## config.mk

```make
export PLATFORM = sky130hd
export DESIGN_NAME = tri_feeder
export DESIGN_NICKNAME = d
export VERILOG_FILES = /design/src/rtl/tri_feeder_pkg.sv /design/src/rtl/tri_feeder_rd_pipe.sv /design/src/rtl/tri_feeder.sv
export SDC_FILE = /design/constraint.sdc
export NUM_CORES = 1
export LEC_CHECK = 0
export CAP_MARGIN = 20
export CORE_ASPECT_RATIO = 2
export CORE_MARGIN = 3
export CORE_UTILIZATION = 38
export CTS_BUF_LIST = sky130_fd_sc_hd__clkbuf_8
export CTS_CLUSTER_SIZE = 8
export DETAILED_ROUTE_END_ITERATION = 8
export DONT_BUFFER_PORTS = 1
export PLACE_DENSITY = 0.55
export SLEW_MARGIN = 20
export SYNTH_ARGS = -nofsm -noshare
export SYNTH_HDL_FRONTEND = slang
export SYNTH_HIERARCHICAL = 1
export SYNTH_SLANG_ARGS = --single-unit
export TNS_END_PERCENT = 100
```

## constraint.sdc

```tcl
create_clock -name clk_in -period 3.3 [get_ports clk_in]
set_input_delay 0.825 -clock clk_in [delete_from_list [all_inputs] [get_ports clk_in]]
set_output_delay 0.825 -clock clk_in [all_outputs]
set_load 0.02 [all_outputs]
```

## src/rtl/tri_feeder_pkg.sv

```systemverilog
// Shared types and constants for the triangle feeder: vertex layout,
// packed vertex-word field positions and the feeder FSM encoding.
package tri_feeder_pkg;

  localparam int VERT_W = 9;
  localparam int WORD_W = 3 * VERT_W;

  // Bit positions of the three coordinates inside one memory word.
  localparam logic [4:0] X_LSB = 5'd18;
  localparam logic [4:0] Y_LSB = 5'd9;
  localparam logic [4:0] Z_LSB = 5'd0;

  // One vertex: [2]=x, [1]=y, [0]=z.
  typedef logic [VERT_W-1:0] vertex_t [2:0];

  typedef enum logic [2:0] {
    ST_IDLE    = 3'd0,
    ST_FETCH   = 3'd1,
    ST_WAIT    = 3'd2,
    ST_PRESENT = 3'd3,
    ST_DONE    = 3'd4
  } state_e;

  // Extract one 9-bit coordinate from a packed vertex word.
  function automatic logic [VERT_W-1:0] word_field(input logic [WORD_W-1:0] word,
                                                   input logic [4:0]        lsb);
    return word[lsb +: VERT_W];
  endfunction

endpackage

```

## src/rtl/tri_feeder_rd_pipe.sv

```systemverilog
// Read-return tracker: delays a valid flag and the vertex slot index of
// each issued read by the memory latency, so the returning word can be
// steered into the right vertex register.
module rd_pipe #(
  parameter int DEPTH  = 2,
  parameter int SLOT_W = 2
) (
  input  logic              clk_in,
  input  logic              rst_in,
  input  logic              issue_vld,
  input  logic [SLOT_W-1:0] issue_slot,
  output logic              ret_vld,
  output logic [SLOT_W-1:0] ret_slot
);

  logic              vld_r  [DEPTH];
  logic [SLOT_W-1:0] slot_r [DEPTH];

  // Shift each issued read tag one stage per cycle; reset drops in-flight reads.
  always_ff @(posedge clk_in or negedge rst_in) begin
    if (!rst_in) begin
      for (int i = 0; i < DEPTH; i++) begin
        vld_r[i]  <= 1'b0;
        slot_r[i] <= {SLOT_W{1'b0}};
      end
    end else begin
      vld_r[0]  <= issue_vld;
      slot_r[0] <= issue_slot;
      for (int i = 1; i < DEPTH; i++) begin
        vld_r[i]  <= vld_r[i-1];
        slot_r[i] <= slot_r[i-1];
      end
    end
  end

  assign ret_vld  = vld_r[DEPTH-1];
  assign ret_slot = slot_r[DEPTH-1];

endmodule

```

## src/rtl/tri_feeder.sv

```systemverilog
// Triangle feeder: on frame_start, reads NUM_TRIS triangles (three vertex
// words each) from a fixed-latency vertex memory and hands them one at a
// time to a rasterizer with a valid/ready handshake.
module tri_feeder
  import tri_feeder_pkg::*;
#(
  parameter int NUM_TRIS    = 12,
  parameter int BASE_ADDR   = 0,
  parameter int MEM_LATENCY = 2,
  parameter int ADDR_W      = 12
) (
  input  logic              clk_in,
  input  logic              rst_in,
  input  logic              frame_start,
  output logic [ADDR_W-1:0] mem_addr,
  input  logic [WORD_W-1:0] mem_data,
  output vertex_t           vert1,
  output vertex_t           vert2,
  output vertex_t           vert3,
  output logic              valid_tri,
  input  logic              tri_ready,
  output logic              new_frame,
  output logic              obj_done,
  output logic              busy
);

  localparam logic [ADDR_W-1:0] BASE_V    = ADDR_W'(BASE_ADDR);
  localparam logic [ADDR_W-1:0] ADDR_ONE  = ADDR_W'(1'b1);
  localparam logic [9:0]        LAST_IDX  = 10'(NUM_TRIS - 1);
  localparam logic [1:0]        LAST_SLOT = 2'd2;

  state_e            state_r,     state_nxt_s;
  logic [1:0]        fcnt_r,      fcnt_nxt_s;
  logic [9:0]        idx_r,       idx_nxt_s;
  logic [ADDR_W-1:0] mem_addr_r,  addr_nxt_s;
  logic              valid_r,     valid_nxt_s;
  logic              new_frame_r, new_frame_nxt_s;
  logic              obj_done_r,  obj_done_nxt_s;
  logic              busy_r;
  vertex_t           v1_r, v2_r, v3_r;
  vertex_t           v1_nxt_s, v2_nxt_s, v3_nxt_s;
  vertex_t           word_v_s;
  logic              issue_vld_s;
  logic              ret_vld_s;
  logic [1:0]        ret_slot_s;

  // A read is issued on every FETCH cycle; the fetch counter names its slot.
  assign issue_vld_s = (state_r == ST_FETCH);

  rd_pipe #(
    .DEPTH  (MEM_LATENCY),
    .SLOT_W (2)
  ) u_rd_pipe (
    .clk_in     (clk_in),
    .rst_in     (rst_in),
    .issue_vld  (issue_vld_s),
    .issue_slot (fcnt_r),
    .ret_vld    (ret_vld_s),
    .ret_slot   (ret_slot_s)
  );

  // Unpack the returning memory word into x/y/z coordinates.
  always_comb begin
    word_v_s[2] = word_field(mem_data, X_LSB);
    word_v_s[1] = word_field(mem_data, Y_LSB);
    word_v_s[0] = word_field(mem_data, Z_LSB);
  end

  // Steer a returning word into the vertex register named by its slot tag.
  always_comb begin
    v1_nxt_s = v1_r;
    v2_nxt_s = v2_r;
    v3_nxt_s = v3_r;
    if (ret_vld_s) begin
      case (ret_slot_s)
        2'd0:    v1_nxt_s = word_v_s;
        2'd1:    v2_nxt_s = word_v_s;
        2'd2:    v3_nxt_s = word_v_s;
        default: v1_nxt_s = v1_r;
      endcase
    end else begin
      v1_nxt_s = v1_r;
    end
  end

  // Sequence fetch, wait-for-data, present and end-of-object handling.
  always_comb begin
    state_nxt_s     = state_r;
    fcnt_nxt_s      = fcnt_r;
    idx_nxt_s       = idx_r;
    addr_nxt_s      = mem_addr_r;
    valid_nxt_s     = valid_r;
    new_frame_nxt_s = 1'b0;
    obj_done_nxt_s  = 1'b0;
    case (state_r)
      ST_IDLE: begin
        if (frame_start) begin
          state_nxt_s     = ST_FETCH;
          fcnt_nxt_s      = 2'd0;
          idx_nxt_s       = 10'd0;
          addr_nxt_s      = BASE_V;
          new_frame_nxt_s = 1'b1;
        end else begin
          state_nxt_s = ST_IDLE;
        end
      end
      ST_FETCH: begin
        if (fcnt_r == LAST_SLOT) begin
          state_nxt_s = ST_WAIT;
          fcnt_nxt_s  = 2'd0;
        end else begin
          addr_nxt_s = mem_addr_r + ADDR_ONE;
          fcnt_nxt_s = fcnt_r + 2'd1;
        end
      end
      ST_WAIT: begin
        if (ret_vld_s && (ret_slot_s == LAST_SLOT)) begin
          state_nxt_s = ST_PRESENT;
          valid_nxt_s = 1'b1;
        end else begin
          state_nxt_s = ST_WAIT;
        end
      end
      ST_PRESENT: begin
        if (tri_ready) begin
          valid_nxt_s = 1'b0;
          if (idx_r == LAST_IDX) begin
            state_nxt_s = ST_DONE;
          end else begin
            // mem_addr still holds the third vertex of this triangle,
            // so the next triangle starts one word further on.
            state_nxt_s = ST_FETCH;
            idx_nxt_s   = idx_r + 10'd1;
            addr_nxt_s  = mem_addr_r + ADDR_ONE;
            fcnt_nxt_s  = 2'd0;
          end
        end else begin
          state_nxt_s = ST_PRESENT;
        end
      end
      ST_DONE: begin
        state_nxt_s    = ST_IDLE;
        obj_done_nxt_s = 1'b1;
      end
      default: begin
        state_nxt_s = ST_IDLE;
        valid_nxt_s = 1'b0;
      end
    endcase
  end

  // State and output registers; reset aborts any object in progress.
  always_ff @(posedge clk_in or negedge rst_in) begin
    if (!rst_in) begin
      state_r     <= ST_IDLE;
      fcnt_r      <= 2'd0;
      idx_r       <= 10'd0;
      mem_addr_r  <= {ADDR_W{1'b0}};
      valid_r     <= 1'b0;
      new_frame_r <= 1'b0;
      obj_done_r  <= 1'b0;
      busy_r      <= 1'b0;
      v1_r        <= '{default: {VERT_W{1'b0}}};
      v2_r        <= '{default: {VERT_W{1'b0}}};
      v3_r        <= '{default: {VERT_W{1'b0}}};
    end else begin
      state_r     <= state_nxt_s;
      fcnt_r      <= fcnt_nxt_s;
      idx_r       <= idx_nxt_s;
      mem_addr_r  <= addr_nxt_s;
      valid_r     <= valid_nxt_s;
      new_frame_r <= new_frame_nxt_s;
      obj_done_r  <= obj_done_nxt_s;
      busy_r      <= (state_nxt_s != ST_IDLE);
      v1_r        <= v1_nxt_s;
      v2_r        <= v2_nxt_s;
      v3_r        <= v3_nxt_s;
    end
  end

  assign mem_addr  = mem_addr_r;
  assign valid_tri = valid_r;
  assign new_frame = new_frame_r;
  assign obj_done  = obj_done_r;
  assign busy      = busy_r;
  assign vert1     = v1_r;
  assign vert2     = v2_r;
  assign vert3     = v3_r;

endmodule

```

==> qor.log, run 1 <==
qor: run_status.status completed
qor: drt.detail-route-antenna-nets 0
qor: clock_network.clock_tree.buffer_depth 2
qor: final_layout.num_antenna_cells 0
qor: final_layout.nets 400
qor: drt.detail_route.iter0.violations 99
qor: logic_synthesis.parity_gate_share_of_the_synthesized_area_counting_xor_and_xnor_cells 0.361%
qor: worst_setup_path.timing.reg2reg.setup_slack 1020 ps
qor: worst_setup_path.cp-start-kind register
qor: global_route.gr-usage-all-layers 15.4%
qor: final_layout.fill_cells 1141
qor: worst_setup_path.setup.worst_path.end_class register
qor: clock_network.cts.root.buffer_cell sky130_fd_sc_hd__clkbuf_8
qor: worst_setup_path.critical_path.reg2reg.startpoint state_r[1]$_DFF_PN0_
qor: timing.fin_skew 10.0 ps
qor: floorplan.dieHeight 166 um
qor: drt.vias_per_cell 5.61
qor: clock_network.clock_latency_of_the_later_clocked_register_in_the_worst_skew_pair 420 ps
qor: logic_synthesis.yosysUniqueCellTypes 45
qor: logic_synthesis.yosys-mux-area-fraction 20.1%
qor: pwr.power-per-cell-area 1090 nW/um^2
qor: clock_network.numClockSinks 118
qor: global_route.grt_pass1_vias 3168
qor: drt.detailedRoute.firstPassIterationCount 4
qor: timing.grt_setup_unrepaired no
qor: timing.slew_headroom 56.1%
qor: logic_synthesis.top_count_cell_post_synth sky130_fd_sc_hd__dfrtp_1
qor: global_route.globalRouteMet3Util 5.62%
qor: logic_synthesis.postSynthNetCount 398
qor: worst_setup_path.critical_path.endpoint mem_addr[8]$_DFFE_PN0P_
qor: floorplan.floorplan.core_area 12300 um^2
qor: logic_synthesis.synth-edff-count 0
qor: timing.setup_ws 1020 ps
qor: timing.timing.final.crit_share 69.1%
qor: logic_synthesis.largest_family_of_logic_cells_by_synthesized_area multiplexers
qor: global_route.grt.overflow.total 0
qor: worst_setup_path.criticalPathCategory reg2reg
qor: placed_design.detailed_place_hpwl 7310 um
qor: floorplan.die_outline_area 14200 um^2
qor: global_route.grt_max_degree 119
qor: worst_setup_path.timing.rr.end mem_addr[8]$_DFFE_PN0P_
qor: logic_synthesis.synth.cell_area 4850 um^2
qor: worst_setup_path.setup.worst_path.start state_r[1]$_DFF_PN0_
qor: logic_synthesis.ys_warn_count 6
qor: drt.routedWlPerCell 19.9 um
qor: logic_synthesis.simple_gate_area_share_of_the_yosys_netlist 10.1%
qor: timing.min_period 2280 ps
qor: clock_network.ctsResizeCount 0
qor: clock_network.post-cts-setup-buffers 0
qor: logic_synthesis.synth_top_area_share 60.9%
qor: timing.transition_time_at_the_pin_with_the_least_slew_margin 655 ps
qor: worst_hold_path.type_of_the_tightest_min_delay_check in2async
qor: timing.report.final.setup_viol 0
qor: logic_synthesis.postSynthRegisterBits 118
qor: global_route.global_route.usage.met1 14.6%
qor: floorplan.std_cell_rows 57
qor: timing.maxClockFrequency 439 MHz
qor: pwr.worst_ir_drop_vdd 0.000494 V
qor: global_route.grt_antenna_before_repair 0
qor: global_route.first_pass_grt_wire_length 17100 um
qor: worst_setup_path.critPathMaxFanout 17
qor: logic_synthesis.syn_inst 365
qor: placed_design.gp_routability_congestion 0.746
qor: worst_setup_path.worstPathArrival 2620 ps
qor: logic_synthesis.post-synth-top-area-cell sky130_fd_sc_hd__dfrtp_1
qor: logic_synthesis.avgSynthCellArea 13.3 um^2
qor: placed_design.i_o_buffers 0
qor: logic_synthesis.synth_compound_gate_area_share 5.58%
qor: logic_synthesis.ys_seq_area_share 60.9%
qor: pwr.static-leakage-power 2.26 nW
qor: floorplan.ioPinCount 128
qor: timing.timing.final.max_slew_violations 0
qor: drt.drc 0
qor: final_layout.area_growth 11.5%
qor: worst_setup_path.worst-endpoint-required 3640 ps
qor: timing.report.final.hold_viol_count 0
qor: final_layout.fin_util 43.8%
qor: clock_network.tritoncts_clock_tree built
qor: placed_design.pre_cts_ws 893 ps
qor: worst_setup_path.r2r.worst_path.cells 4
qor: clock_network.htree_num_levels 4
qor: global_route.use_met2 28.4%
qor: global_route.busiest_layer met2
qor: final_layout.drive_gt1_share 31.6%
qor: drt.route.final.wire_length 10500 um
qor: drt.via_count 2959
qor: logic_synthesis.ys_top_cells_by_count 118 x sky130_fd_sc_hd__dfrtp_1, 81 x sky130_fd_sc_hd__mux2_2, 16 x sky130_fd_sc_hd__nand2_1
qor: logic_synthesis.yosys-top-cells-area sky130_fd_sc_hd__dfrtp_1 61%, sky130_fd_sc_hd__mux2_2 19%, sky130_fd_sc_hd__or4_1 1.4%, sky130_fd_sc_hd__nand2_1 1.2%, sky130_fd_sc_hd__o31ai_1 1.2%
qor: flow_run.number_of_max_cap_violations 0
qor: logic_synthesis.synth_fa_ha_area_share 0.516%
qor: timing.hold-worst-slack 96.5 ps
qor: floorplan.die_width 85.9 um
qor: floorplan.initial_core_util 39.3%
qor: clock_network.clk_pin_slew_worst_paths 70 ps
qor: clock_network.cts-buffers-inserted 17
qor: logic_synthesis.async_reset_ff_share 100%
qor: timing.timing.setup.tns 0 ps
qor: clock_network.holdBufCountCts 0
qor: logic_synthesis.synthFlopType sky130_fd_sc_hd__dfrtp_1
sequential cells by signal, indices dropped and copies added, names as in the netlist, 2 cells and up:
name,flops
mem_addr,12
fcnt_r,2
u_rd_pipe/ret_slot,2
idx_r,10
u_rd_pipe/slot_r,2
state_r,3
vert2,27
vert1,27
vert3,27
metal layers:
layer / part of all wire (%) / vias up
met5: 0 / -
li1: - / 1326
met2: 57 / 100
met3: 6.8 / 18
met1: 34 / 1515
met4: 2.1 / 0
power breakdown:
group | internal, mW | total, mW | switching, mW
Clock | 0.771 | 1.37 | 0.597
Sequential | 2.08 | 3.29 | 1.22
Combinational | 0.722 | 1.24 | 0.514
worst min path at each step:
stage / from / endpoint / slack [ps] / cells after the start
finish: rst_in / vert1[23]$_DFFE_PN0P_ / 100 / 0
global route: rst_in / vert3[9]$_DFFE_PN0P_ / 50 / 0
CTS: rst_in / mem_addr[4]$_DFFE_PN0P_ / 50 / 0
detailed placement: u_rd_pipe/slot_r[3]$_DFF_PN0_ / u_rd_pipe/ret_slot[1]$_DFF_PN0_ / 340 / 0
global placement: u_rd_pipe/slot_r[2]$_DFF_PN0_ / u_rd_pipe/ret_slot[0]$_DFF_PN0_ / 340 / 0
floorplan: u_rd_pipe/slot_r[2]$_DFF_PN0_ / u_rd_pipe/ret_slot[0]$_DFF_PN0_ / 330 / 0
layout make-up:
type                    count  area (um^2)  share of cell area (%)
clock buffers              18          248                    4.59
clock inverters            14          174                    3.22
inverters                   5         18.8                   0.347
multi-input cells         220         1790                    33.1
flip-flops and latches    118         2950                    54.7
well taps                 147          184                    3.40
repair buffers              5         37.5                   0.695
cells by family after synthesis:
family	after synthesis
AO/OA/AOI/OAI	42
XOR/XNOR	2
adder cells (fa/ha/maj)	2
buffers and inverters	27
flip-flops	118
multiplexers	87
AND/OR/NAND/NOR	87
through the flow:
step                      instances  cell area (um^2)  power [mW]
after floorplan                 365              4850        4.21
after global placement          495              4980        4.55
after detailed placement        495              4980        4.61
after CTS                       527              5400        6.00
after global routing            527              5400        6.24
final                           527              5400        5.90
layout by cell type, fill, tap and decap left out, types with 2 or more instances in the layout:
cell type | netlist | layout
sky130_fd_sc_hd__clkbuf_8 | 0 | 18
sky130_fd_sc_hd__nand4_1 | 2 | 2
sky130_fd_sc_hd__a31oi_1 | 3 | 3
sky130_fd_sc_hd__nand2_1 | 16 | 16
sky130_fd_sc_hd__bufinv_16 | 0 | 3
sky130_fd_sc_hd__nor4_1 | 5 | 4
sky130_fd_sc_hd__buf_4 | 3 | 5
sky130_fd_sc_hd__clkinvlp_4 | 0 | 4
sky130_fd_sc_hd__nand3_1 | 9 | 9
sky130_fd_sc_hd__nand2b_1 | 9 | 9
sky130_fd_sc_hd__o31ai_1 | 8 | 8
sky130_fd_sc_hd__clkinv_4 | 0 | 3
sky130_fd_sc_hd__or3_1 | 2 | 2
sky130_fd_sc_hd__dfrtp_1 | 118 | 118
sky130_fd_sc_hd__or2_1 | 2 | 2
sky130_fd_sc_hd__mux2_2 | 81 | 81
sky130_fd_sc_hd__a21oi_1 | 11 | 11
sky130_fd_sc_hd__nor3_1 | 6 | 6
sky130_fd_sc_hd__mux2i_1 | 5 | 5
sky130_fd_sc_hd__or4_1 | 9 | 9
sky130_fd_sc_hd__o21ai_0 | 6 | 6
sky130_fd_sc_hd__inv_1 | 5 | 5
sky130_fd_sc_hd__clkinv_2 | 0 | 2
sky130_fd_sc_hd__or4b_1 | 2 | 2
sky130_fd_sc_hd__nand3b_1 | 3 | 3
sky130_fd_sc_hd__nor2_1 | 13 | 13
sky130_fd_sc_hd__xnor2_1 | 2 | 2
sky130_fd_sc_hd__o21ai_1 | 3 | 3
sky130_fd_sc_hd__nor3b_1 | 3 | 2
sky130_fd_sc_hd__ha_1 | 2 | 2
sky130_fd_sc_hd__a21o_1 | 2 | 2
sky130_fd_sc_hd__inv_6 | 0 | 2
worst max-delay path: stages, from the launching register on:
cell	delay [ps]
sky130_fd_sc_hd__dfrtp_1	550
sky130_fd_sc_hd__a21boi_1	230
sky130_fd_sc_hd__or4_1	720
sky130_fd_sc_hd__or4_1	540
sky130_fd_sc_hd__a21oi_1	160
No activity file was read; power rests on OpenSTA's default activity.
==> run 2, diff against run 1 <==
--- a/config.mk
+++ b/config.mk
@@ -13,7 +13,7 @@
 export CTS_CLUSTER_SIZE = 8
 export DETAILED_ROUTE_END_ITERATION = 8
 export DONT_BUFFER_PORTS = 1
-export PLACE_DENSITY = 0.55
+export PLACE_DENSITY = 0.57
 export SLEW_MARGIN = 20
 export SYNTH_ARGS = -nofsm -noshare
 export SYNTH_HDL_FRONTEND = slang
==> constraint.sdc (replaced) <==
create_clock -name clk_in -period 1.84 [get_ports clk_in]
set_input_delay 0.46 -clock clk_in [delete_from_list [all_inputs] [get_ports clk_in]]
set_output_delay 0.46 -clock clk_in [all_outputs]
set_load 0.02 [all_outputs]
==> run 2 against run 1 <==
Net effect: the run now ends with hold timing, setup timing left; sequential power rose by 74%; clock skew rose by 4.4 ps; register-to-register slack got worse by 1100 ps; cell area rose by 7.4%; critical path type unchanged.
==> qor.log, run 2 (synthesis gave the netlist of run 1 again) <==
qor: drt.met3RoutedLength 749 um [was 713 um]
qor: timing.report.final.setup_viol 6 [was 0]
qor: final_layout.area_growth 19.7% [was 11.5%]
qor: global_route.grt_antenna_before_repair 0 [unchanged]
qor: worst_setup_path.maximum_single_stage_delay_on_the_critical_path 550 ps [was 720 ps]
qor: drt.detail_route.iter0.violations 102 [was 99]
qor: pwr.static-leakage-power 2.46 nW [was 2.26 nW]
qor: run_status.status finished, violations left [was completed]
qor: worst_setup_path.worstSetupPathDepth 5 [was 4]
qor: worst_setup_path.cp-start-kind register [unchanged]
qor: timing.timing.final.crit_share 102% [was 69.1%]
qor: clock_network.numClockSinks 118 [unchanged]
qor: final_layout.drive_gt1_share 41.8% [was 31.6%]
qor: floorplan.dieHeight 166 um [unchanged]
qor: final_layout.multi_input_comb_area 1900 um^2 [was 1790 um^2]
qor: drt.met2WireLength 6350 um [was 5960 um]
qor: final_layout.num_antenna_cells 0 [unchanged]
qor: floorplan.ioPinCount 128 [unchanged]
qor: worst_setup_path.critical_path.endpoint mem_addr[0]$_DFFE_PN0P_ [was mem_addr[8]$_DFFE_PN0P_]
qor: worst_setup_path.r2r.worst_path.cells 5 [was 4]
qor: drt.m1WireLength 3490 um [was 3580 um]
qor: worst_setup_path.crit_path_cell_trace nor4bb_2 > or4_4 > buf_6 > or2_4 > a21o_1 [was a21boi_1 > or4_1 > or4_1 > a21oi_1]
qor: flow_run.number_of_max_cap_violations 0 [unchanged]
qor: drt.vias_per_cell 5.54 [was 5.61]
qor: global_route.grt_pass1_vias 3299 [was 3168]
qor: final_layout.nets 432 [was 400]
qor: worst_setup_path.path_delay_family simple AND/OR/NAND/NOR gates [unchanged]
qor: clock_network.htree_num_levels 4 [unchanged]
qor: timing.hold-worst-slack -284 ps [was 96.5 ps]
qor: global_route.gr-usage-all-layers 15.9% [was 15.4%]
qor: clock_network.clock_tree.buffer_depth 2 [unchanged]
qor: worst_setup_path.crit_buf_inv 1 [was 0]
qor: worst_setup_path.cp_max_stage_cell sky130_fd_sc_hd__or4_4 [was sky130_fd_sc_hd__or4_1]
qor: worst_setup_path.worstPathArrival 2190 ps [was 2620 ps]
qor: global_route.first_pass_grt_wire_length 17600 um [was 17100 um]
qor: floorplan.initial_core_util 39.3% [unchanged]
qor: worst_hold_path.type_of_the_tightest_min_delay_check in2async [unchanged]
qor: placed_design.postPlaceCellArea 5270 um^2 [was 4980 um^2]
qor: timing.maxClockFrequency 535 MHz [was 439 MHz]
qor: floorplan.die_width 85.9 um [unchanged]
qor: placed_design.gp_routability_congestion 0.777 [was 0.746]
qor: worst_setup_path.worst-endpoint-required 2160 ps [was 3640 ps]
qor: drt.via_count 3089 [was 2959]
qor: worst_setup_path.critical_path.reg2reg.startpoint state_r[0]$_DFF_PN0_ [was state_r[1]$_DFF_PN0_]
qor: final_layout.final_design_area_no_fill 5800 um^2 [was 5400 um^2]
qor: timing.report.final.hold_viol_count 118 [was 0]
qor: timing.min_period 1870 ps [was 2280 ps]
qor: placed_design.detailed_place_hpwl 7530 um [was 7310 um]
qor: clock_network.tritoncts_clock_tree built [unchanged]
qor: timing.transition_time_at_the_pin_with_the_least_slew_margin 384 ps [was 655 ps]
qor: drt.routedWlPerCell 19.4 um [was 19.9 um]
qor: run_status.violations_in_the_final_reports hold timing, setup timing
qor: worst_setup_path.timing.reg2reg.setup_slack -30 ps [was 1020 ps]
qor: pwr.power-per-cell-area 1900 nW/um^2 [was 1090 nW/um^2]
qor: worst_setup_path.criticalPathCategory reg2reg [unchanged]
qor: clock_network.clk_pin_slew_worst_paths 80 ps [was 70 ps]
qor: final_layout.most-common-layout-cells 114 x sky130_fd_sc_hd__dfrtp_1, 81 x sky130_fd_sc_hd__mux2_2, 29 x sky130_fd_sc_hd__buf_4, 17 x sky130_fd_sc_hd__clkbuf_8, 16 x sky130_fd_sc_hd__nand2_1 [was 118 x sky130_fd_sc_hd__dfrtp_1, 81 x sky130_fd_sc_hd__mux2_2, 18 x sky130_fd_sc_hd__clkbuf_8, 16 x sky130_fd_sc_hd__nand2_1, 13 x sky130_fd_sc_hd__nor2_1]
qor: drt.route.final.wire_length 10800 um [was 10500 um]
qor: drt.drc 0 [unchanged]
qor: timing.slew_headroom 74.2% [was 56.1%]
qor: global_route.grt.overflow.total 0 [unchanged]
qor: pwr.worst_ir_drop_vdd 0.00123 V [was 0.000494 V]
qor: floorplan.std_cell_rows 57 [unchanged]
qor: clock_network.cts.root.buffer_cell sky130_fd_sc_hd__clkbuf_8 [unchanged]
qor: timing.timing.final.max_slew_violations 0 [unchanged]
qor: final_layout.regArea 2960 um^2 [was 2950 um^2]
qor: floorplan.floorplan.core_area 12300 um^2 [unchanged]
qor: drt.detail-route-antenna-nets 0 [unchanged]
qor: clock_network.clock_latency_of_the_later_clocked_register_in_the_worst_skew_pair 430 ps [was 420 ps]
qor: final_layout.fin_util 47.0% [was 43.8%]
qor: final_layout.fill_cells 1128 [was 1141]
qor: worst_setup_path.setup.worst_path.start state_r[0]$_DFF_PN0_ [was state_r[1]$_DFF_PN0_]
qor: final_layout.layout.cells.most_common sky130_fd_sc_hd__dfrtp_1 [unchanged]
qor: worst_setup_path.timing.rr.end mem_addr[0]$_DFFE_PN0P_ [was mem_addr[8]$_DFFE_PN0P_]
qor: global_route.grt_max_degree 119 [unchanged]
qor: drt.detailedRoute.firstPassIterationCount 6 [was 4]
qor: drt.highest-signal-layer met4 [unchanged]
qor: worst_setup_path.setup.worst_path.end_class register [unchanged]
qor: clock_network.cts-buffers-inserted 17 [unchanged]
qor: placed_design.i_o_buffers 0 [unchanged]
qor: timing.fin_skew 14.4 ps [was 10.0 ps]
qor: worst_setup_path.critPathMaxFanout 8 [was 17]
qor: timing.setup_ws -29.5 ps [was 1020 ps]
qor: floorplan.die_outline_area 14200 um^2 [unchanged]
qor: timing.grt_setup_unrepaired yes [was no]
run 2: cell count changes in the layout (fill, tap and decap cells not counted), sizes merged:
cell,delta
buf,+32
clkbuf,-1
run 2: power breakdown:
group | total [mW] | leakage, nW | switching, mW | internal [mW]
clock | 2.42 | 0.195 | 1.08 | 1.34
sequential | 5.73 | 1.43 | 2.00 | 3.73
combinational | 2.88 | 0.832 | 1.25 | 1.63
total | 11.0 | 2.46 | 4.32 | 6.71
run 2: repair_timing:
item                                   4_1_cts  5_1_grt
buffers inserted                             1        0
pin swaps                                    6        2
setup endpoints to repair                   15       16
endpoints found under the hold margin      118      118
resized for setup                            5       23
cloned                                       0        1
run 2: worst register-to-register path: stages, from the launching register on:
cell and delay [ps]:
sky130_fd_sc_hd__dfrtp_2 440, sky130_fd_sc_hd__nor4bb_2 200, sky130_fd_sc_hd__or4_4 550, sky130_fd_sc_hd__buf_6 160, sky130_fd_sc_hd__or2_4 240, sky130_fd_sc_hd__a21o_1 180
run 2: per-layer routing:
layer | vias to the layer above | GRT usage, %
met4 | 0 | 7.72
met1 | 1565 | 14.8
li1 | 1391 | -
met5 | - | 0
met2 | 114 | 29.9
met3 | 19 | 4.97
run 2: worst min-delay path by stage:
stage	endpoint	slack (ps)
final	mem_addr[5]$_DFFE_PN0P_	-280
after global routing	new_frame$_DFF_PN0_	-320
after CTS	mem_addr[6]$_DFFE_PN0P_	-320
after detailed placement	vert1[23]$_DFFE_PN0P_	170
after global placement	vert1[23]$_DFFE_PN0P_	170
after floorplan	busy$_DFF_PN0_	160
run 2: stage by stage:
stage	setup TNS, ps	setup WS, ps	cells	power [mW]
CTS	0	2.16	557	11.1
global placement	-134	-38.8	525	8.46
detailed placement	-558	-59.9	525	8.59
floorplan	-6.76	-4.26	365	7.60
global route	-583	-77.9	558	11.6
finish	-77.7	-29.5	558	11.0
run 2: layout make-up:
cell class,count,area share [%]
clock buffer,17,4.03
sequential,118,51.0
tap,147,3.17
clock inverter,14,3.06
inverter,5,0.366
timing repair buffer,37,5.76
multi-input combinational,220,32.7
